==> config.mk <==
export PLATFORM = sky130hd
export DESIGN_NAME = pht_update_scheduler_flat
export DESIGN_NICKNAME = d
export VERILOG_FILES = /design/src/rtl/pht_update_scheduler_if.sv /design/src/rtl/pht_update_scheduler.sv /design/src/flat_wrapper.sv
export SDC_FILE = /design/constraint.sdc
export NUM_CORES = 1
export LEC_CHECK = 0
export ABC_AREA = 1
export CAP_MARGIN = 20
export CORE_UTILIZATION = 53
export CTS_CLUSTER_DIAMETER = 200
export DETAILED_ROUTE_END_ITERATION = 6
export GPL_ROUTABILITY_DRIVEN = 0
export PLACE_DENSITY_LB_ADDON = 0.1
export SETUP_SLACK_MARGIN = 0.3
export SYNTH_ARGS = -nofsm -noshare
export SYNTH_HDL_FRONTEND = slang
export SYNTH_SLANG_ARGS = --single-unit
==> constraint.sdc <==
create_clock -name clk -period 4.57 [get_ports clk]
set_input_delay 0.6855 -clock clk [delete_from_list [all_inputs] [get_ports clk]]
set_output_delay 0.6855 -clock clk [all_outputs]
set_load 0.05 [all_outputs]
==> src/rtl/pht_update_scheduler_if.sv <==
// Bundle between commit/rollback logic, the pattern-history table and the update scheduler.
interface pht_update_scheduler_if #(
    parameter int INDEX_WIDTH   = 10,
    parameter int COUNTER_WIDTH = 2,
    parameter int FIFO_DEPTH    = 4
);
    localparam int LEVEL_WIDTH = $clog2(FIFO_DEPTH) + 1;

    logic                     PL_stall;
    logic                     flush;
    logic                     upd_valid;
    logic [INDEX_WIDTH-1:0]   upd_index;
    logic                     upd_taken;
    logic                     upd_ready;
    logic                     rb_valid;
    logic [INDEX_WIDTH-1:0]   rb_index;
    logic [COUNTER_WIDTH-1:0] rb_count;
    logic [INDEX_WIDTH-1:0]   pht_rd_index;
    logic [COUNTER_WIDTH-1:0] pht_rd_count;
    logic                     pht_we;
    logic [INDEX_WIDTH-1:0]   pht_wr_index;
    logic [COUNTER_WIDTH-1:0] pht_wr_count;
    logic                     init_done;
    logic [LEVEL_WIDTH-1:0]   fifo_level;

    modport slave (
        input  PL_stall, flush, upd_valid, upd_index, upd_taken,
               rb_valid, rb_index, rb_count, pht_rd_count,
        output upd_ready, pht_rd_index, pht_we, pht_wr_index, pht_wr_count,
               init_done, fifo_level
    );

    modport master (
        output PL_stall, flush, upd_valid, upd_index, upd_taken,
               rb_valid, rb_index, rb_count, pht_rd_count,
        input  upd_ready, pht_rd_index, pht_we, pht_wr_index, pht_wr_count,
               init_done, fifo_level
    );
endinterface

==> src/rtl/pht_update_scheduler.sv <==
// Queues commit-time PHT counter updates and serialises them with rollback restores on one write port.
// Define PHT_INIT_SWEEP_EN to add the post-reset sweep that writes INIT_VALUE to every entry.
module pht_update_scheduler #(
    parameter int INDEX_WIDTH   = 10,
    parameter int COUNTER_WIDTH = 2,
    parameter int INIT_VALUE    = 0,
    parameter int FIFO_DEPTH    = 4
) (
    input  logic                  clk,
    input  logic                  rst,
    pht_update_scheduler_if.slave bus
);
    localparam int PTR_WIDTH   = $clog2(FIFO_DEPTH);
    localparam int LEVEL_WIDTH = PTR_WIDTH + 1;
    localparam logic [COUNTER_WIDTH-1:0] CNT_MAX    = '1;
    localparam logic [LEVEL_WIDTH-1:0]   LEVEL_FULL = LEVEL_WIDTH'(FIFO_DEPTH);

    if (FIFO_DEPTH < 2 || (FIFO_DEPTH & (FIFO_DEPTH - 1)) != 0) begin : g_bad_depth
        $error("FIFO_DEPTH must be a power of two >= 2");
    end
    if (INIT_VALUE < 0 || INIT_VALUE >= (1 << COUNTER_WIDTH)) begin : g_bad_init
        $error("INIT_VALUE does not fit in COUNTER_WIDTH");
    end

    typedef enum logic {INIT, RUN} state_t;

    typedef struct packed {
        logic [INDEX_WIDTH-1:0] index;
        logic                   taken;
    } upd_entry_t;

    state_t                   state;
    logic                     init_done_q;
    upd_entry_t               fifo_mem [FIFO_DEPTH];
    logic [PTR_WIDTH-1:0]     wr_ptr, rd_ptr;
    logic [LEVEL_WIDTH-1:0]   level;
    upd_entry_t               head;
    logic                     run, empty, push, pop, rb_wr;
    logic [COUNTER_WIDTH-1:0] upd_count;

    assign run   = (state == RUN);
    assign empty = (level == '0);
    assign head  = fifo_mem[rd_ptr];
    assign push  = bus.upd_valid && bus.upd_ready && !bus.flush;
    // Rollback owns the write port, so the queue holds its head for that cycle.
    assign rb_wr = run && bus.rb_valid;
    assign pop   = run && !bus.rb_valid && !empty && !bus.PL_stall;

    assign bus.upd_ready    = run && (level < LEVEL_FULL);
    assign bus.pht_rd_index = head.index;
    assign bus.fifo_level   = level;
    assign bus.init_done    = init_done_q;

    always_comb begin
        upd_count = bus.pht_rd_count;
        if (head.taken) begin
            if (bus.pht_rd_count != CNT_MAX) upd_count = bus.pht_rd_count + 1'b1;
        end else begin
            if (bus.pht_rd_count != '0) upd_count = bus.pht_rd_count - 1'b1;
        end
    end

`ifdef PHT_INIT_SWEEP_EN
    localparam logic [COUNTER_WIDTH-1:0] CNT_INIT = COUNTER_WIDTH'(INIT_VALUE);

    logic [INDEX_WIDTH-1:0] sweep_idx;
    logic                   sweep_on;

    // sweep_on is registered so nothing is written while reset is held.
    always_ff @(posedge clk or posedge rst) begin
        if (rst) begin
            state       <= INIT;
            sweep_idx   <= '0;
            sweep_on    <= 1'b0;
            init_done_q <= 1'b0;
        end else if (state == INIT) begin
            sweep_on <= 1'b1;
            if (sweep_on) begin
                sweep_idx <= sweep_idx + 1'b1;
                if (sweep_idx == '1) begin
                    state       <= RUN;
                    sweep_on    <= 1'b0;
                    init_done_q <= 1'b1;
                end
            end
        end
    end
`else
    always_ff @(posedge clk or posedge rst) begin
        if (rst) begin
            state       <= INIT;
            init_done_q <= 1'b0;
        end else begin
            state       <= RUN;
            init_done_q <= 1'b1;
        end
    end
`endif

    always_comb begin
        bus.pht_we       = 1'b0;
        bus.pht_wr_index = head.index;
        bus.pht_wr_count = upd_count;
`ifdef PHT_INIT_SWEEP_EN
        if (sweep_on) begin
            bus.pht_we       = 1'b1;
            bus.pht_wr_index = sweep_idx;
            bus.pht_wr_count = CNT_INIT;
        end else
`endif
        if (rb_wr) begin
            bus.pht_we       = 1'b1;
            bus.pht_wr_index = bus.rb_index;
            bus.pht_wr_count = bus.rb_count;
        end else if (pop) begin
            bus.pht_we = 1'b1;
        end
    end

    always_ff @(posedge clk) begin
        if (push) fifo_mem[wr_ptr] <= {bus.upd_index, bus.upd_taken};
    end

    // Flush drops the queue but the write chosen this cycle still goes out.
    always_ff @(posedge clk or posedge rst) begin
        if (rst) begin
            wr_ptr <= '0;
            rd_ptr <= '0;
            level  <= '0;
        end else if (run && bus.flush) begin
            wr_ptr <= '0;
            rd_ptr <= '0;
            level  <= '0;
        end else begin
            if (push) wr_ptr <= wr_ptr + 1'b1;
            if (pop)  rd_ptr <= rd_ptr + 1'b1;
            level <= level + LEVEL_WIDTH'(push) - LEVEL_WIDTH'(pop);
        end
    end
endmodule
==> src/flat_wrapper.sv <==
// flat-port wrapper written by rule: the top's interface ports become plain ports
module pht_update_scheduler_flat 
#(
    parameter int INDEX_WIDTH   = 10,
    parameter int COUNTER_WIDTH = 2,
    parameter int INIT_VALUE    = 0,
    parameter int FIFO_DEPTH    = 4
)
  (clk, rst, bus_PL_stall, bus_flush, bus_upd_valid, bus_upd_index, bus_upd_taken, bus_rb_valid, bus_rb_index, bus_rb_count, bus_pht_rd_count, bus_upd_ready, bus_pht_rd_index, bus_pht_we, bus_pht_wr_index, bus_pht_wr_count, bus_init_done, bus_fifo_level);
  pht_update_scheduler_if #(.INDEX_WIDTH(INDEX_WIDTH), .COUNTER_WIDTH(COUNTER_WIDTH), .FIFO_DEPTH(FIFO_DEPTH)) bus_i ();
  input  logic clk;
  input  logic rst;
  input wire logic [$bits(bus_i.PL_stall)-1:0] bus_PL_stall;
  input wire logic [$bits(bus_i.flush)-1:0] bus_flush;
  input wire logic [$bits(bus_i.upd_valid)-1:0] bus_upd_valid;
  input wire logic [$bits(bus_i.upd_index)-1:0] bus_upd_index;
  input wire logic [$bits(bus_i.upd_taken)-1:0] bus_upd_taken;
  input wire logic [$bits(bus_i.rb_valid)-1:0] bus_rb_valid;
  input wire logic [$bits(bus_i.rb_index)-1:0] bus_rb_index;
  input wire logic [$bits(bus_i.rb_count)-1:0] bus_rb_count;
  input wire logic [$bits(bus_i.pht_rd_count)-1:0] bus_pht_rd_count;
  output wire logic [$bits(bus_i.upd_ready)-1:0] bus_upd_ready;
  output wire logic [$bits(bus_i.pht_rd_index)-1:0] bus_pht_rd_index;
  output wire logic [$bits(bus_i.pht_we)-1:0] bus_pht_we;
  output wire logic [$bits(bus_i.pht_wr_index)-1:0] bus_pht_wr_index;
  output wire logic [$bits(bus_i.pht_wr_count)-1:0] bus_pht_wr_count;
  output wire logic [$bits(bus_i.init_done)-1:0] bus_init_done;
  output wire logic [$bits(bus_i.fifo_level)-1:0] bus_fifo_level;
  assign bus_i.PL_stall = bus_PL_stall;
  assign bus_i.flush = bus_flush;
  assign bus_i.upd_valid = bus_upd_valid;
  assign bus_i.upd_index = bus_upd_index;
  assign bus_i.upd_taken = bus_upd_taken;
  assign bus_i.rb_valid = bus_rb_valid;
  assign bus_i.rb_index = bus_rb_index;
  assign bus_i.rb_count = bus_rb_count;
  assign bus_i.pht_rd_count = bus_pht_rd_count;
  assign bus_upd_ready = bus_i.upd_ready;
  assign bus_pht_rd_index = bus_i.pht_rd_index;
  assign bus_pht_we = bus_i.pht_we;
  assign bus_pht_wr_index = bus_i.pht_wr_index;
  assign bus_pht_wr_count = bus_i.pht_wr_count;
  assign bus_init_done = bus_i.init_done;
  assign bus_fifo_level = bus_i.fifo_level;
  pht_update_scheduler #(.INDEX_WIDTH(INDEX_WIDTH), .COUNTER_WIDTH(COUNTER_WIDTH), .INIT_VALUE(INIT_VALUE), .FIFO_DEPTH(FIFO_DEPTH)) u_core (.clk(clk), .rst(rst), .bus(bus_i));
endmodule
# Word-level counts from Yosys, hierarchy flattened

Memory sizes are Yosys's and may differ from the RTL's.
Cells that the tools add are included.

Input bits: 31
Memories: 1
Register bits after elaboration: 8
Output and inout port bits: 28
Memory bits (writable): 44

Reductions and logical operators: 16
Mux-type cells: 14
$lt $le $gt $ge: 1
Add/sub/neg operators: 6
Equality and inequality tests: 1

Memories:

| name            | words | bits a word | rd ports | clocked after Yosys merged registers in | write ports | RTL line                   | source |
|---|---|---|---|---|---|---|---|
| u_core.fifo_mem | 4     | 11          | 1        | 0                                       | 1           | pht_update_scheduler.sv:34 | `upd_entry_t fifo_mem [FIFO_DEPTH];` |

Operators with widths:

| cell                | number |
|---|---|
| $mux 2              | 8 |
| $mux 10             | 1 |
| $logic_and 1x1->1   | 8 |
| $add 2x1->2 const B | 3 |
| $reduce_bool 2->1   | 3 |
| $logic_not 1->1     | 4 |
| $mux 1              | 4 |
| $add 3x1->3         | 1 |
| $logic_not 3->1     | 1 |
| $lt 3x3->1 const B  | 1 |
| $mux 3              | 1 |
| $sub 3x1->3         | 1 |
| $ne 2x2->1 const B  | 1 |
| $sub 2x1->2 const B | 1 |

# Depth between registers and ports, before layout

Gate-level depths: netlist of run 1.

Word-level depth: 7
Mapped depth: 10
Depth with buffers taken out: 10

# Worst setup path after synthesis of run 1

No wires, ideal clock.

Path type: register to register
Start point: register u_core.state (netlist: u_core.run)
End point: memory u_core.fifo_mem[0][0] (netlist bit) (enable)
Cell stages (with the launch flop): 7
Path slack: 2,079 ps
Arrival time: 2,112 ps
Buffers on the path: 0
Data required time: 4,192 ps
Path through: dfrtp_1 inv_1 nor2_2 nand2_1 nor2_2 inv_2 nor2_1

Cells in the longest elaborated chain, start to end: 5

Ends and longest elaborated chain:

| element                        | RTL line                    | source |
|---|---|---|
| start: declaration             | pht_update_scheduler.sv:32  | `state_t state;` |
| start signal: assignment       | pht_update_scheduler.sv:91  | `state <= INIT;` |
| start signal: assignment       | pht_update_scheduler.sv:94  | `state <= RUN;` |
| $logic_and 1x1->1              | pht_update_scheduler.sv:49  | `assign bus.upd_ready = run && (level < LEVEL_FULL);` |
| via bus_upd_ready              | flat_wrapper.sv:22          | `output wire logic [$bits(bus_i.upd_ready)-1:0] bus_upd_ready;` |
| $logic_and 1x1->1 (2 in a row) | pht_update_scheduler.sv:44  | `assign push = bus.upd_valid && bus.upd_ready && !bus.flush;` |
| $mux 1                         | pht_update_scheduler.sv:121 | `if (push) fifo_mem[wr_ptr] <= {bus.upd_index, bus.upd_taken};` |
| $mux 1 (implied by the code)   | pht_update_scheduler.sv:121 |  |
| end: declaration               | pht_update_scheduler.sv:34  |  |

The timed path passes the listed nets, and every way through them passes these cells.

# Worst setup path after layout of run 1

Start point: input bus_rb_valid
End point: output bus_pht_wr_index[0]

Cells in the longest elaborated chain, start to end: 2

Ends and longest elaborated chain:

| element            | RTL line                    | source |
|---|---|---|
| start: declaration | flat_wrapper.sv:18          | `input wire logic [$bits(bus_i.rb_valid)-1:0] bus_rb_valid;` |
| $logic_and 1x1->1  | pht_update_scheduler.sv:46  | `assign rb_wr = run && bus.rb_valid;` |
| $mux 10            | pht_update_scheduler.sv:111 | `if (rb_wr) begin` |
| end: declaration   | flat_wrapper.sv:25          | `output wire logic [$bits(bus_i.pht_wr_index)-1:0] bus_pht_wr_index;` |

No other way between the ends.

==> results.txt, run 1 <==
* Average via count per standard cell: 5.154
* Number of buffers and inverters on the critical path: 4
- Maximum clock rate: about 0.29 GHz
- Number of diodes added for antenna fixing: 0
- Post-synth top cells: nand2_1, edfxtp_1, nand3_1
- Total of flip-flops plus latches after synthesis: 52
- Sequential-to-total area share from yosys stat: 0.6169
- Logic gate share of total power: 0.450
* Startpoint type of the worst setup path: input port
- Number of nets in the finished design: approximately 340
* Horizontal die dimension: 70.22 um
* Yosys warnings: 0
- Total gr overflow: 0
- Arrival time worst endpoint: between 2 and 3 ns
- The largest single stage delay on the critical path is 0.80 ns.
* Post-synthesis instance total: 244
- Final instance area: 3179 um2
- Area of the placeable core: 4414 um2
- Initial core utilization: 0.5587
- In this run the vertical extent of the chip is 70.22 um.
- Class of the tightest hold or removal check: reg -> reg
- Final worst path period need: around 3.4 ns
* Number of distinct standard cells referenced by the synthesized netlist: 21
- Net switching power figure: between 0.6 and 0.7 mW
- Internal power comes to 0.9668 mW.
- Wires add up to 4921 um.
- The run finished with clean final reports.
- Sequence of cells on the critical path: clkdlybuf4s50_1 > nand2_1 > buf_4 > inv_1 > nand2_1 > nand2_1 > clkdlybuf4s50_1
* Top-count cell post-synth: nand2_1
- STA classifies the critical path endpoint as an output port.
* Synthesis-to-finish area growth: 28.92%
* Leading register cell type out of synthesis: edfxtp_1
- The critical path in this run is classified as in -> out.
- Vias after detailed routing: approximately 1,800
- Worst slew margin relative to its limit: 0.3119
* Leakage power total: roughly 1.3 nW
- Portion of synthesized cell area occupied by the leading cell type: 0.5358
- The share of total power dissipated in sequential elements is 0.363.
* Async set or reset register ratio after synthesis: 0.1538
- Average cell area after synthesis: ~10 um2
- The cell family contributing the most delay on the critical path is buffers and inverters.
- Once detail routing completed, the nets flagged for antenna violations numbered 0.
- For the pin with the worst max-slew slack, the measured transition is approximately 1.0 ns.
* Most used cell, CP: nand2_1
- Total setup violations reported at the end of the flow: 0
* Setup Buffers After CTS: 0
- Initial antenna violation count: 0
* GR Util All Layers: 0.2210
- Of all nets on the critical path, the largest fanout is 14.
* Number of hold violations in the final report: 0
* Total power divided by cell area: 508.6 nW/um2
- Number of global-route vias before repair: 1,775
- CTS Root Cell: clkbuf_8
* Area leader, netlist: edfxtp_1
- Final WS setup: 1.138 ns
- Of the total power, the clock network draws 0.187.
* Post-synth EDFFs: 44
- Once placement completed, the tool counted placed cells totaling around 350.
- Inserted Clock Buffers: 5
- Pin placement for this block handled 59 I/O pins.
- At the later pin of the worst-skew pair, clock insertion delay measures around 0.30 ns.
- Entering global routing, the biggest net connects 26 pins.
- Pins over their slew limit: 0
* Fraction of final layout cells with drive strength greater than 1: 0.08525
- Dividing the detail-routed wire length by the instance count gives 13.78 um.
- Peak VDD IR: 0.3105 mV
- Number of core rows: 24
- The synthesized netlist occupies a cell area of 2466 um2.
- Sum Neg Setup Slack: 0 ns
* Part of the cycle the worst path needs: 0.7510
- Of the total power, the share spent switching nets is 0.4021.
- OpenSTA, run right after detailed placement, puts the worst setup slack at between 1 and 1.5 ns.
- After detailed routing, the number of remaining DRC violations is 0.
* TritonCTS sink count: 52
- In this run, post-CTS hold repair placed 0 buffers.
- Total number of H-tree levels: 2
- The first TritonRoute pass finished after 4 iterations.
- Gates resized during post-CTS repair numbered 0.
* Half-perimeter wire length after detailed placement: 3304 um
- Across the run, the number of max-cap violations was 0.
- When the netlist entered floorplanning its net count stood at 282.
* Ranking of synthesized cells by area: edfxtp_1, nand2_1, dfrtp_1
- Slowest-stage cell, CP: clkdlybuf4s50_1
- First-pass GRT wire length: 8176 um
* Clock tree from TritonCTS: yes
- The floorplan step defined a die boundary enclosing 4930 um2.
- Maximum buffer depth of the clock tree: 2
* Area of placed instances: 3049 um2
- On the final layout, the worst clock skew is 0.006751 ns.
- Once layout is complete, the utilization of the core stands at 0.7202.
* Required time at the endpoint of the critical path: 3.88 ns
- Number of DRC markers after the initial detailed-route iteration: between 80 and 90
- Input and output buffers added on the ports amount to just under 60.
- Unrepaired setup endpoints after global routing: no
- Clock transition time at the flip-flop clock pins of the worst setup and hold paths: 0.09 ns
- Leaving out filler cells and counting taps, the final layout contains 357.
-- layout by cell type (no fill, tap or decap) --
master	Yosys	layout
nand3_1	25	25
bufinv_16	0	1
nor3_1	1	1
and2_4	10	10
ha_1	6	6
conb_1	1	1
edfxtp_1	44	44
buf_6	5	2
clkbuf_8	0	5
inv_2	1	1
xor2_1	1	1
nor2_1	10	10
nand4_1	2	2
a21oi_1	1	1
inv_1	20	20
clkinvlp_4	0	1
nand2_1	98	98
fa_1	1	1
dfrtp_1	8	8
inv_6	1	1
clkinv_2	0	1
clkdlybuf4s50_1	0	58
nor2_2	2	2
o21ai_0	3	3
buf_4	2	2
-- layout make-up --
| cell class | instances | area (um2) |
|---|---|---|
| clock buffers | 5 | 68.82 |
| clock inverters | 3 | 42.54 |
| fillers | 351 | 1235 |
| inverters | 22 | 87.58 |
| multi-input cells | 161 | 775.7 |
| flip-flops and latches | 52 | 1521 |
| well taps | 52 | 65.06 |
| repair buffers | 62 | 618.1 |
-- flip-flops by register name, summed over array words and instances (netlist names) --
name,cells
u_core.rd_ptr,2
u_core.fifo_mem,44
u_core.wr_ptr,2
u_core.bus.fifo_level,3
u_core.run,1
-- worst paths after layout --
kind	from	end	slack (ns)	cells past startpoint
max	bus_rb_valid	bus_pht_wr_index[0]	1.14	7
min	u_core.bus.fifo_level[1]	u_core.bus.fifo_level[2]	0.60	3
max reg2reg	u_core.run	u_core.bus.fifo_level[2]	2.42	10
min reg2reg	u_core.bus.fifo_level[1]	u_core.bus.fifo_level[2]	0.60	3
max in group asynchronous	rst	u_core.rd_ptr[1]	3.70	2
min in group asynchronous	rst	u_core.bus.fifo_level[1]	0.63	2
-- power by group through the flow --
stage / Sequential, mW / Clock (mW) / Combinational [mW]
2_1_floorplan: 0.617 / 0 / 0.505
3_3_place_gp: 0.596 / 0 / 0.713
3_5_place_dp: 0.599 / 0 / 0.723
4_1_cts: 0.588 / 0.309 / 0.728
5_1_grt: 0.594 / 0.326 / 0.780
6_report: 0.588 / 0.302 / 0.727
-- cell families after synthesis --
family          Yosys count  share of synthesized area
xor+xnor                  1                   0.003552
fa+ha+maj                 7                    0.03856
other cells               1                   0.001521
compound gates            4                   0.008114
buf+inv                  31                    0.06849
simple gates            148                     0.2628
flops                    52                     0.6169
-- worst register-to-register path, stage by stage (launching register included) --
cell and delay (ns):
dfrtp_1 0.41, inv_1 0.08, nor3_1 0.32, nand2_1 0.19, inv_1 0.09, ha_1 0.11
inv_1 0.04, ha_1 0.20, fa_1 0.38, o21ai_0 0.16, a21oi_1 0.06
-- layer usage --
metal  routed length (um)  global-route usage
met5                    0                   0
met4                   53             0.06444
met3                  252             0.04906
met2                 2577              0.4028
met1                 2038              0.2595
-- metrics by stage --
step,hold slack [ns],power (mW)
floorplan,0.5012,1.122
global placement,0.5837,1.309
detailed placement,0.5913,1.322
CTS,0.6058,1.625
global route,0.6555,1.700
finish,0.6010,1.617
Note: power is estimated with default switching activity, not from simulation.
==> run 2: changes to the inputs <==
CORE_UTILIZATION = 45   (was 53)
clock period = 3 ns   (was 4.57 ns; I/O delays follow)
==> results.txt, run 2 (synthesized netlist as in run 1, its figures left out) <==
* Outcome: finished, final reports clean
- Most used routing layer: met2
* Cell count of the worst reg-to-reg path: 10
* Leakage power total: around 1.5 nW
- The final layout contains routed wiring with a total length of just under 5000 um.
* Total setup violations reported at the end of the flow: 0
- For this run, the post-layout net count is 346.
* Clock transition time at the flip-flop clock pins of the worst setup and hold paths: 0.09 ns
* Peak VDD IR: about 0.44 mV
* Part of the cycle the worst path needs: 0.8626
- The die is approximately 76 um wide.
- The die covers roughly 5800 um2.
- OpenSTA, run right after detailed placement, puts the worst setup slack at ~0.50 ns.
* DRC violation count after routing: 0
- Average via count per standard cell: 4.631
- Based on the critical path, the design can be clocked at up to between 0.3 and 0.4 GHz.
- Max-cap check violation count: 0
- M3 GR Usage: 0.05150
* Number of hold violations in the final report: 0
- Final WS setup: about 0.41 ns
- For the worst setup path, the data required time is between 2 and 3 ns.
* Initial core utilization: 0.4738
- Along the worst path, the maximum fanout reaches 23.
* First drt pass iteration count: 4
- Total number of H-tree levels: 2
* Total power divided by cell area: 769.1 nW/um2
* Clock tree from TritonCTS: yes
- The wire-length estimate of the detail-placed layout is approximately 3300 um.
- Measured against its own limit, the worst slew margin works out to 0.6623.
* Unrepaired setup endpoints after global routing: no
- Synthesis-to-finish area growth: 35.67%
- Antenna Nets Post-Route: 0
- Pins over their slew limit: 0
* Commonest non-fill, non-tap cell in the layout: nand2_1
- TritonCTS created 5 clock buffers.
- Die Y: 76.03 um
- 59 I/O pins were placed.
- TritonCTS sink count: 52
- Across all register-to-register paths, the minimum setup slack is 0.91 ns.
- Counting the fill cells in the layout gives 441.
- Number of diodes added for antenna fixing: 0
- GR Util All Layers: 0.1834
- Port buffering added 58 buffers.
* Initial antenna violation count: 0
- The top cell types in the final layout, fill and taps aside, are nand2_1, edfxtp_1, clkdlybuf4s50_1.
- The clock reaches the later pin of the worst-skew pair after around 0.30 ns.
- The via count of the first global-routing pass came to roughly 1,700.
* Sum Neg Setup Slack: 0 ns
* Max FFs per register: 44
- For the pin with the worst max-slew slack, the measured transition is approximately 0.5 ns.
- Number of DRC markers after the initial detailed-route iteration: between 40 and 50
- The floorplan has 26 rows.
- Post-Route Skew: 0.006842 ns
- The worst register-to-register path begins at u_core.run.
- First-pass GRT wire length: 8066 um
- For met1 alone, demand over resource in global routing was 0.2253.
- Global routing met2 resource utilization: 0.3164
- Area of the placeable core: between 5000 and 6000 um2
* Largest net degree at the start of global routing: 24
* Startpoint type of the worst setup path: flip-flop
- Arrival time worst endpoint: 2.14 ns
- Maximum buffer depth of the clock tree: 2
* Routed wirelength normalized by instance count: between 10 and 15 um
- Class of the tightest hold or removal check: in -> async
- Vias after detailed routing: 1,755
- In this run the critical register-to-register path is captured at u_core.bus.fifo_level[2].
* Final worst path period need: 2.588 ns
- Global routing finished with a remaining overflow of 0.
- The worst setup path is captured at an output port.
- CTS Root Cell: clkbuf_8
* Register bank with the most flops: u_core.fifo_mem
- By startpoint and endpoint, the worst setup path is classified as reg -> out.
- Fraction of final layout cells with drive strength greater than 1: 0.1392
[run 2: changes by cell type in the layout (fill, tap and decap cells not counted)]
cell,before,now
buf_6,2,0
dlygate4sd2_1,0,5
dlymetal6s2s_1,0,4
clkdlybuf4s50_1,58,36
buf_12,0,12
buf_4,2,9
[run 2: where the power goes]
| part | switching (mW) | internal [mW] | leakage [nW] |
|---|---|---|---|
| Sequential | 0.0399 | 0.830 | 0.501 |
| Clock | 0.219 | 0.247 | 0.0541 |
| Combinational | 0.758 | 0.479 | 0.909 |
[run 2: timing repair]
action	in CTS	in global routing
hold buffers	0	0
gates cloned	0	0
gates resized for setup	5	4
setup endpoints to repair	5	4
setup buffers	0	0
[run 2: final cells by class]
class | instances | area [um2] | area share
multi-input combinational | 161 | 775.7 | 0.2319
timing repair buffer | 66 | 762.0 | 0.2277
clock inverter | 3 | 42.54 | 0.01272
tap | 70 | 87.58 | 0.02618
inverter | 22 | 87.58 | 0.02618
clock buffer | 5 | 68.82 | 0.02057
sequential | 52 | 1521 | 0.4547
[run 2: per-layer routing]
metal	wire length, um	part of all wire
met1	2174	0.45
met2	2331	0.48
met4	55	0.011
met3	253	0.053
met5	0	0
[run 2: critical path: stages (launching register included)]
cell	delay, ns
dfrtp_1	0.53
inv_6	0.23
nand2_1	0.07
nand3_1	0.07
and2_4	0.15
clkdlybuf4s50_1	0.79
[run 2: worst max-delay path by stage]
| stage | startpoint | end |
|---|---|---|
| 2_1_floorplan | u_core.run | u_core.fifo_mem[0][0] |
| 3_3_place_gp | bus_rb_valid | u_core.bus.fifo_level[2] |
| 3_5_place_dp | bus_rb_valid | u_core.bus.fifo_level[2] |
| 4_1_cts | u_core.rd_ptr[0] | bus_pht_rd_index[8] |
| 5_1_grt | u_core.rd_ptr[0] | bus_pht_rd_index[6] |
| 6_report | u_core.rd_ptr[0] | bus_pht_rd_index[6] |
[run 2: metrics by stage]
step	util	cells	cell area [um2]	power, mW	hold WS, ns
2_1_floorplan	-	244	2466	1.709	0.2657
3_3_place_gp	0.6207	371	3231	2.133	0.5892
3_5_place_dp	0.6207	371	3231	2.149	0.6032
4_1_cts	0.6409	379	3336	2.596	0.3821
5_1_grt	0.6428	379	3346	2.712	0.4080
6_report	0.6428	379	3346	2.573	0.3795
